[config.mk]
export PLATFORM = sky130hd
export DESIGN_NAME = ram_port_arbiter_flat
export DESIGN_NICKNAME = d
export VERILOG_FILES = /design/src/rtl/ram_port_arbiter_if.sv /design/src/rtl/ram_port_arbiter.sv /design/src/flat_wrapper.sv
export SDC_FILE = /design/constraint.sdc
export NUM_CORES = 1
export LEC_CHECK = 0
export ABC_AREA = 1
export CAP_MARGIN = 20
export CORE_ASPECT_RATIO = 0.5
export CORE_MARGIN = 4
export CORE_UTILIZATION = 38
export CTS_BUF_LIST = sky130_fd_sc_hd__clkbuf_8
export DETAILED_ROUTE_END_ITERATION = 10
export HOLD_SLACK_MARGIN = 0.1
export PLACE_DENSITY = 0.76
export SLEW_MARGIN = 20
export SYNTH_ARGS = -nofsm -noshare
export SYNTH_HDL_FRONTEND = slang
export SYNTH_SLANG_ARGS = --single-unit
[constraint.sdc]
create_clock -name clk -period 1 [get_ports clk]
set_input_delay 0.15 -clock clk [delete_from_list [all_inputs] [get_ports clk]]
set_output_delay 0.15 -clock clk [all_outputs]
set_load 0.03 [all_outputs]
[src/rtl/ram_port_arbiter_if.sv]
// Bundle of the two requester handshakes and the single-port RAM bus
// around ram_port_arbiter. The slave modport is the arbiter's view.
interface ram_port_arbiter_if #(
  parameter int DATA_WIDTH = 4,
  parameter int ADDR_WIDTH = 4
);
  logic                  req0_valid;
  logic                  req0_rw;
  logic [ADDR_WIDTH-1:0] req0_addr;
  logic [DATA_WIDTH-1:0] req0_wdata;
  logic                  req0_ready;
  logic                  rsp0_valid;
  logic [DATA_WIDTH-1:0] rsp0_data;

  logic                  req1_valid;
  logic                  req1_rw;
  logic [ADDR_WIDTH-1:0] req1_addr;
  logic [DATA_WIDTH-1:0] req1_wdata;
  logic                  req1_ready;
  logic                  rsp1_valid;
  logic [DATA_WIDTH-1:0] rsp1_data;

  logic                  ram_rw;
  logic [ADDR_WIDTH-1:0] ram_addr;
  logic [DATA_WIDTH-1:0] ram_datain;
  logic [DATA_WIDTH-1:0] ram_dataout;

  modport slave (
    input  req0_valid, req0_rw, req0_addr, req0_wdata,
    input  req1_valid, req1_rw, req1_addr, req1_wdata,
    input  ram_dataout,
    output req0_ready, rsp0_valid, rsp0_data,
    output req1_ready, rsp1_valid, rsp1_data,
    output ram_rw, ram_addr, ram_datain
  );

  modport master (
    output req0_valid, req0_rw, req0_addr, req0_wdata,
    output req1_valid, req1_rw, req1_addr, req1_wdata,
    output ram_dataout,
    input  req0_ready, rsp0_valid, rsp0_data,
    input  req1_ready, rsp1_valid, rsp1_data,
    input  ram_rw, ram_addr, ram_datain
  );
endinterface

[src/rtl/ram_port_arbiter.sv]
// Round-robin arbiter/sequencer sharing one single-port synchronous RAM
// between two requesters; one command in flight, 3 cycles per transaction.
module ram_port_arbiter #(
  parameter int DATA_WIDTH = 4,
  parameter int ADDR_WIDTH = 4
) (
  input logic              clk,
  input logic              rst,
  ram_port_arbiter_if.slave bus
);

  typedef enum logic [1:0] {
    IDLE    = 2'd0,
    ISSUE   = 2'd1,
    CAPTURE = 2'd2
  } state_t;

  state_t                state;
  logic                  last_grant;
  logic                  cmd_id_p1;
  logic                  grant0;
  logic                  grant1;
  logic                  win_rw;
  logic [ADDR_WIDTH-1:0] win_addr;
  logic [DATA_WIDTH-1:0] win_wdata;

  // Ties go to whichever requester was not served last.
  always_comb begin
    grant0    = 1'b0;
    grant1    = 1'b0;
    if (state == IDLE && !rst) begin
      if (bus.req0_valid && (!bus.req1_valid || last_grant))
        grant0 = 1'b1;
      else if (bus.req1_valid)
        grant1 = 1'b1;
    end
    win_rw    = grant1 ? bus.req1_rw    : bus.req0_rw;
    win_addr  = grant1 ? bus.req1_addr  : bus.req0_addr;
    win_wdata = grant1 ? bus.req1_wdata : bus.req0_wdata;
  end

  assign bus.req0_ready = grant0;
  assign bus.req1_ready = grant1;

  always_ff @(posedge clk) begin
    if (rst) begin
      state          <= IDLE;
      last_grant     <= 1'b1;
      cmd_id_p1      <= 1'b0;
      bus.ram_rw     <= 1'b0;
      bus.ram_addr   <= '0;
      bus.ram_datain <= '0;
      bus.rsp0_valid <= 1'b0;
      bus.rsp0_data  <= '0;
      bus.rsp1_valid <= 1'b0;
      bus.rsp1_data  <= '0;
    end else begin
      bus.rsp0_valid <= 1'b0;
      bus.rsp1_valid <= 1'b0;
      case (state)
        // p0: the accepted command goes straight onto the RAM port registers
        IDLE: begin
          if (grant0 || grant1) begin
            cmd_id_p1      <= grant1;
            last_grant     <= grant1;
            bus.ram_rw     <= win_rw;
            bus.ram_addr   <= win_addr;
            bus.ram_datain <= win_wdata;
            state          <= ISSUE;
          end
        end
        // p1: RAM samples at this edge; addr/datain keep their last values
        ISSUE: begin
          bus.ram_rw <= 1'b0;
          state      <= CAPTURE;
        end
        // p2: RAM output (read data or write echo) returns to the issuer
        CAPTURE: begin
          if (cmd_id_p1) begin
            bus.rsp1_valid <= 1'b1;
            bus.rsp1_data  <= bus.ram_dataout;
          end else begin
            bus.rsp0_valid <= 1'b1;
            bus.rsp0_data  <= bus.ram_dataout;
          end
          state <= IDLE;
        end
        default: state <= IDLE;
      endcase
    end
  end

endmodule

[src/flat_wrapper.sv]
// flat-port wrapper written by rule: the top's interface ports become plain ports
module ram_port_arbiter_flat 
#(
  parameter int DATA_WIDTH = 4,
  parameter int ADDR_WIDTH = 4
)
  (clk, rst, bus_req0_valid, bus_req0_rw, bus_req0_addr, bus_req0_wdata, bus_req1_valid, bus_req1_rw, bus_req1_addr, bus_req1_wdata, bus_ram_dataout, bus_req0_ready, bus_rsp0_valid, bus_rsp0_data, bus_req1_ready, bus_rsp1_valid, bus_rsp1_data, bus_ram_rw, bus_ram_addr, bus_ram_datain);
  ram_port_arbiter_if #(.DATA_WIDTH(DATA_WIDTH), .ADDR_WIDTH(ADDR_WIDTH)) bus_i ();
  input logic clk;
  input logic rst;
  input wire logic [$bits(bus_i.req0_valid)-1:0] bus_req0_valid;
  input wire logic [$bits(bus_i.req0_rw)-1:0] bus_req0_rw;
  input wire logic [$bits(bus_i.req0_addr)-1:0] bus_req0_addr;
  input wire logic [$bits(bus_i.req0_wdata)-1:0] bus_req0_wdata;
  input wire logic [$bits(bus_i.req1_valid)-1:0] bus_req1_valid;
  input wire logic [$bits(bus_i.req1_rw)-1:0] bus_req1_rw;
  input wire logic [$bits(bus_i.req1_addr)-1:0] bus_req1_addr;
  input wire logic [$bits(bus_i.req1_wdata)-1:0] bus_req1_wdata;
  input wire logic [$bits(bus_i.ram_dataout)-1:0] bus_ram_dataout;
  output wire logic [$bits(bus_i.req0_ready)-1:0] bus_req0_ready;
  output wire logic [$bits(bus_i.rsp0_valid)-1:0] bus_rsp0_valid;
  output wire logic [$bits(bus_i.rsp0_data)-1:0] bus_rsp0_data;
  output wire logic [$bits(bus_i.req1_ready)-1:0] bus_req1_ready;
  output wire logic [$bits(bus_i.rsp1_valid)-1:0] bus_rsp1_valid;
  output wire logic [$bits(bus_i.rsp1_data)-1:0] bus_rsp1_data;
  output wire logic [$bits(bus_i.ram_rw)-1:0] bus_ram_rw;
  output wire logic [$bits(bus_i.ram_addr)-1:0] bus_ram_addr;
  output wire logic [$bits(bus_i.ram_datain)-1:0] bus_ram_datain;
  assign bus_i.req0_valid = bus_req0_valid;
  assign bus_i.req0_rw = bus_req0_rw;
  assign bus_i.req0_addr = bus_req0_addr;
  assign bus_i.req0_wdata = bus_req0_wdata;
  assign bus_i.req1_valid = bus_req1_valid;
  assign bus_i.req1_rw = bus_req1_rw;
  assign bus_i.req1_addr = bus_req1_addr;
  assign bus_i.req1_wdata = bus_req1_wdata;
  assign bus_i.ram_dataout = bus_ram_dataout;
  assign bus_req0_ready = bus_i.req0_ready;
  assign bus_rsp0_valid = bus_i.rsp0_valid;
  assign bus_rsp0_data = bus_i.rsp0_data;
  assign bus_req1_ready = bus_i.req1_ready;
  assign bus_rsp1_valid = bus_i.rsp1_valid;
  assign bus_rsp1_data = bus_i.rsp1_data;
  assign bus_ram_rw = bus_i.ram_rw;
  assign bus_ram_addr = bus_i.ram_addr;
  assign bus_ram_datain = bus_i.ram_datain;
  ram_port_arbiter #(.DATA_WIDTH(DATA_WIDTH), .ADDR_WIDTH(ADDR_WIDTH)) u_core (.clk(clk), .rst(rst), .bus(bus_i));
endmodule
==> run_results.csv <==
group,metric,value,unit
global_routing,met3_usage,4.18,%
status,run_status,"finished, violations left",
global_routing,grt_pass1_wl,4.77,mm
floorplan,die_h,45.3,microns
global_routing,grt_max_degree,19,
critical_path,cp.required,0.85,ns
logic_synthesis,avgSynthCellArea,7.03,sq um
logic_synthesis,synth.net_count,176,
logic_synthesis,ys_top_cells_by_area,"dfxtp_1 (44%), nand2_1 (10%), nand3_1 (9.0%), nor2_1 (8.5%), inv_1 (7.5%)",
status,violations,"setup timing",
route,dr.pass1.iters,4,
critical_path,r2r_end,"u_core.bus.ram_datain[0]",
clock_tree,htree_levels,1,
global_routing,use_met2,33.3,%
floorplan,start_util,40.3,%
route,wire_per_inst,13.4,microns
route,vias,1218,
logic_synthesis,synth_cell_types,18,
sta,relSlewSlack,80.2,%
global_routing,grt_pass1_vias,1112,
critical_path,reg2reg_depth,7,
logic_synthesis,yosysSeqAreaShare,43.7,%
placement,place_congestion,0.789,
critical_path,worst-path-max-fanout,2,
floorplan,core-area,2620,sq um
floorplan,dieArea,3730,sq um
flow_run,drv_cap,0,
sta,skew,0.00445,ns
floorplan,num_rows,13,
hold_path,whs_endpoint,"u_core.bus.rsp0_data[2]",
route,drtIter0Drc,57,
final_layout,drive_gt1_share,37.5,%
logic_synthesis,yosys.area.top_type,"dfxtp_1",
power,clockPowerShare,23.6,%
logic_synthesis,synth_top_family_by_area,"simple AND/OR/NAND/NOR gates",
route,antenna_left,0,
hold_path,worstHoldPathType,"flop to flop",
final_layout,finish.utilization,72.7,%
power,combPwrFrac,34.6,%
power,power.density,1300,nW/um^2
logic_synthesis,yosys-mux-area-fraction,0,%
floorplan,pin_count,47,
power,pwr-share-seq,41.8,%
power,max-vdd-ir-drop,0.883,mV
logic_synthesis,synth_compound_area_share,11.5,%
sta,final_max_slew_viol_count,0,
route,drt_wl_total,3.51,mm
sta,hold_viol_final,0,
hold_path,min_path_cells,2,
final_layout,fin_nets,251,
logic_synthesis,yosys.area_share.adder,0,%
logic_synthesis,synth_xor_area_share,0,%
sta,setup_violations,21,
logic_synthesis,ys_warn_count,0,
power,internal-power,1650,uW
global_routing,grt_overflow,0,
power,swShare,32.9,%
logic_synthesis,syn_area,1050,sq um
clock_tree,tritoncts,"done",
critical_path,r2r_setup_slack,-0.30,ns
clock_tree,cts.path.max_buffers,2,
critical_path,start_kind,"flop",
critical_path,cp-end-kind,"output port",
logic_synthesis,netlist_instances,150,
sta,rsz0062_at_grt,"true",
placement,dp_hpwl,2.06,mm
sta,timing.fmax,0.740,GHz
logic_synthesis,synth-simple-area-share,33.0,%
global_routing,use_met1,18.6,%
global_routing,antenna_found_initial,0,
final_layout,fin_area,1900,sq um
route,remaining_drc_errors,0,
global_routing,grtUsageTotal,16.9,%
final_layout,nFillCells,192,
route,drt-vias-per-instance,4.67,
clock_tree,cts_buffers,3,
hold_path,worstHoldStart,"u_core.bus.rsp0_data[2]",
clock_tree,clk_latency,0.27,ns
sta,finalCritPeriodShare,135,%
final_layout,num_antenna_cells,0,
clock_tree,clock-sinks,23,
critical_path,arrival,1.20,ns
floorplan,die_w,82.5,microns
clock_tree,clk_pin_slew_worst_paths,0.08,ns
logic_synthesis,synth_seq_cells,23,
sta,layout_setup_ws,-0.351,ns
final_layout,area_growth,80.4,%
power,power_switching,811,uW
sta,tightestPinTransition,0.297,ns
clock_tree,ctsRootBufferMaster,"clkbuf_8",
critical_path,r2r_start,"u_core.last_grant",
critical_path,worstSetupPathType,"flop to output port",
global_routing,top_usage_layer,"met2",
power,p_leak,0.000879,uW
logic_synthesis,synth_top_area_share,43.7,%
sta,period_needed,1.35,ns
placement,placed_area,1620,sq um
sta,fin_tns_setup,-4.05,ns
placement,portBuffers,46,
[sequential cells by signal (all words and copies together), names as in the netlist]
signal and count:
u_core.bus.ram_rw 1, u_core.bus.rsp0_valid 1, u_core.bus.ram_addr 4, u_core.state 2, u_core.cmd_id_p1 1, u_core.bus.rsp1_valid 1
u_core.last_grant 1, u_core.bus.rsp1_data 4, u_core.bus.rsp0_data 4, u_core.bus.ram_datain 4
[synth_stat cells, drive strengths merged]
master and n:
nand2 31, nor2 25, inv 24, dfxtp 23
nand3 19, a21oi 12, o21ai 8, buf 4
a21boi 1, a31oi 1, nand3b 1, nand4 1
[how the worst max path moves through the flow]
stage | cells after the start | endpoint | from | slack (ns)
after floorplan | 8 | u_core.bus.ram_addr[0] | u_core.state[1] | -0.03
after global placement | 5 | u_core.cmd_id_p1 | rst | -0.48
after detailed placement | 6 | u_core.bus.ram_addr[1] | rst | -0.54
after CTS | 6 | bus_req0_ready | u_core.last_grant | -0.32
after global routing | 7 | u_core.bus.ram_datain[1] | u_core.last_grant | -0.38
final | 6 | bus_req0_ready | u_core.last_grant | -0.35
[per-layer routing]
metal | vias up | wire, microns
li1 | 625 | -
met1 | 556 | 1460
met2 | 33 | 1830
met3 | 4 | 189
met4 | 0 | 28
met5 | - | 0
[critical path, cell delays in order (launching register included)]
cell and delay, ns:
dfxtp_2 0.38, inv_2 0.06, nand2_2 0.07, nand2_2 0.07, buf_6 0.12, nor2_4 0.10
buf_6 0.14
[through the flow]
step	power (uW)	setup slack [ns]	instances	hold WS, ns
floorplan	1420	-0.0331	150	0.222
global placement	1690	-0.484	245	0.431
detailed placement	1710	-0.537	245	0.435
CTS	2350	-0.316	259	0.416
global route	2580	-0.383	261	0.463
finish	2470	-0.351	261	0.444
[cell type report]
| cell class | instances | area, sq um | area share [%] |
|---|---|---|---|
| well taps | 37 | 46.3 | 2.43 |
| multi-input cells | 100 | 601 | 31.6 |
| flip-flops and latches | 23 | 467 | 24.5 |
| clock inverters | 1 | 3.75 | 0.197 |
| inverters | 24 | 100 | 5.26 |
| repair buffers | 73 | 644 | 33.9 |
| clock buffers | 3 | 41.3 | 2.17 |
[timing repair]
| item | CTS | global route |
|---|---|---|
| setup buffers | 11 | 3 |
| endpoints found under the setup margin | 21 | 22 |
| gates resized for setup | 23 | 27 |
| gates cloned | 0 | 1 |
| pin swaps | 6 | 14 |
| hold buffers | 0 | 0 |
[layout by cell type, fill, tap and decap left out, types with 2 or more instances in the layout]
cell | netlist | layout
buf_4 | 0 | 38
nand2_1 | 29 | 26
clkdlybuf4s50_1 | 0 | 22
dfxtp_1 | 23 | 20
inv_1 | 21 | 19
nand3_1 | 19 | 18
nor2_1 | 24 | 13
a21oi_1 | 10 | 10
buf_6 | 2 | 10
nor2_4 | 1 | 7
o21ai_1 | 0 | 7
nor2_2 | 0 | 5
nand2_4 | 2 | 3
inv_2 | 2 | 3
clkbuf_8 | 0 | 3
dlygate4sd2_1 | 0 | 3
inv_4 | 1 | 2
nand2_2 | 0 | 2
nand4_4 | 0 | 2
dfxtp_2 | 0 | 2
[power by group through the flow]
stage	clock, uW	sequential (uW)	combinational [uW]
2_1_floorplan	0	1140	274
3_3_place_gp	0	1040	655
3_5_place_dp	0	1040	666
4_1_cts	576	1020	751
5_1_grt	621	1030	922
6_report	583	1030	853
[cell families (layout without fill, tap and decap cells)]
kind of cell,count (synthesis),in the layout
buf+inv,28,101
simple gates,77,78
compound gates,22,22
flops,23,23
Note: power is estimated with default switching activity, not from simulation.
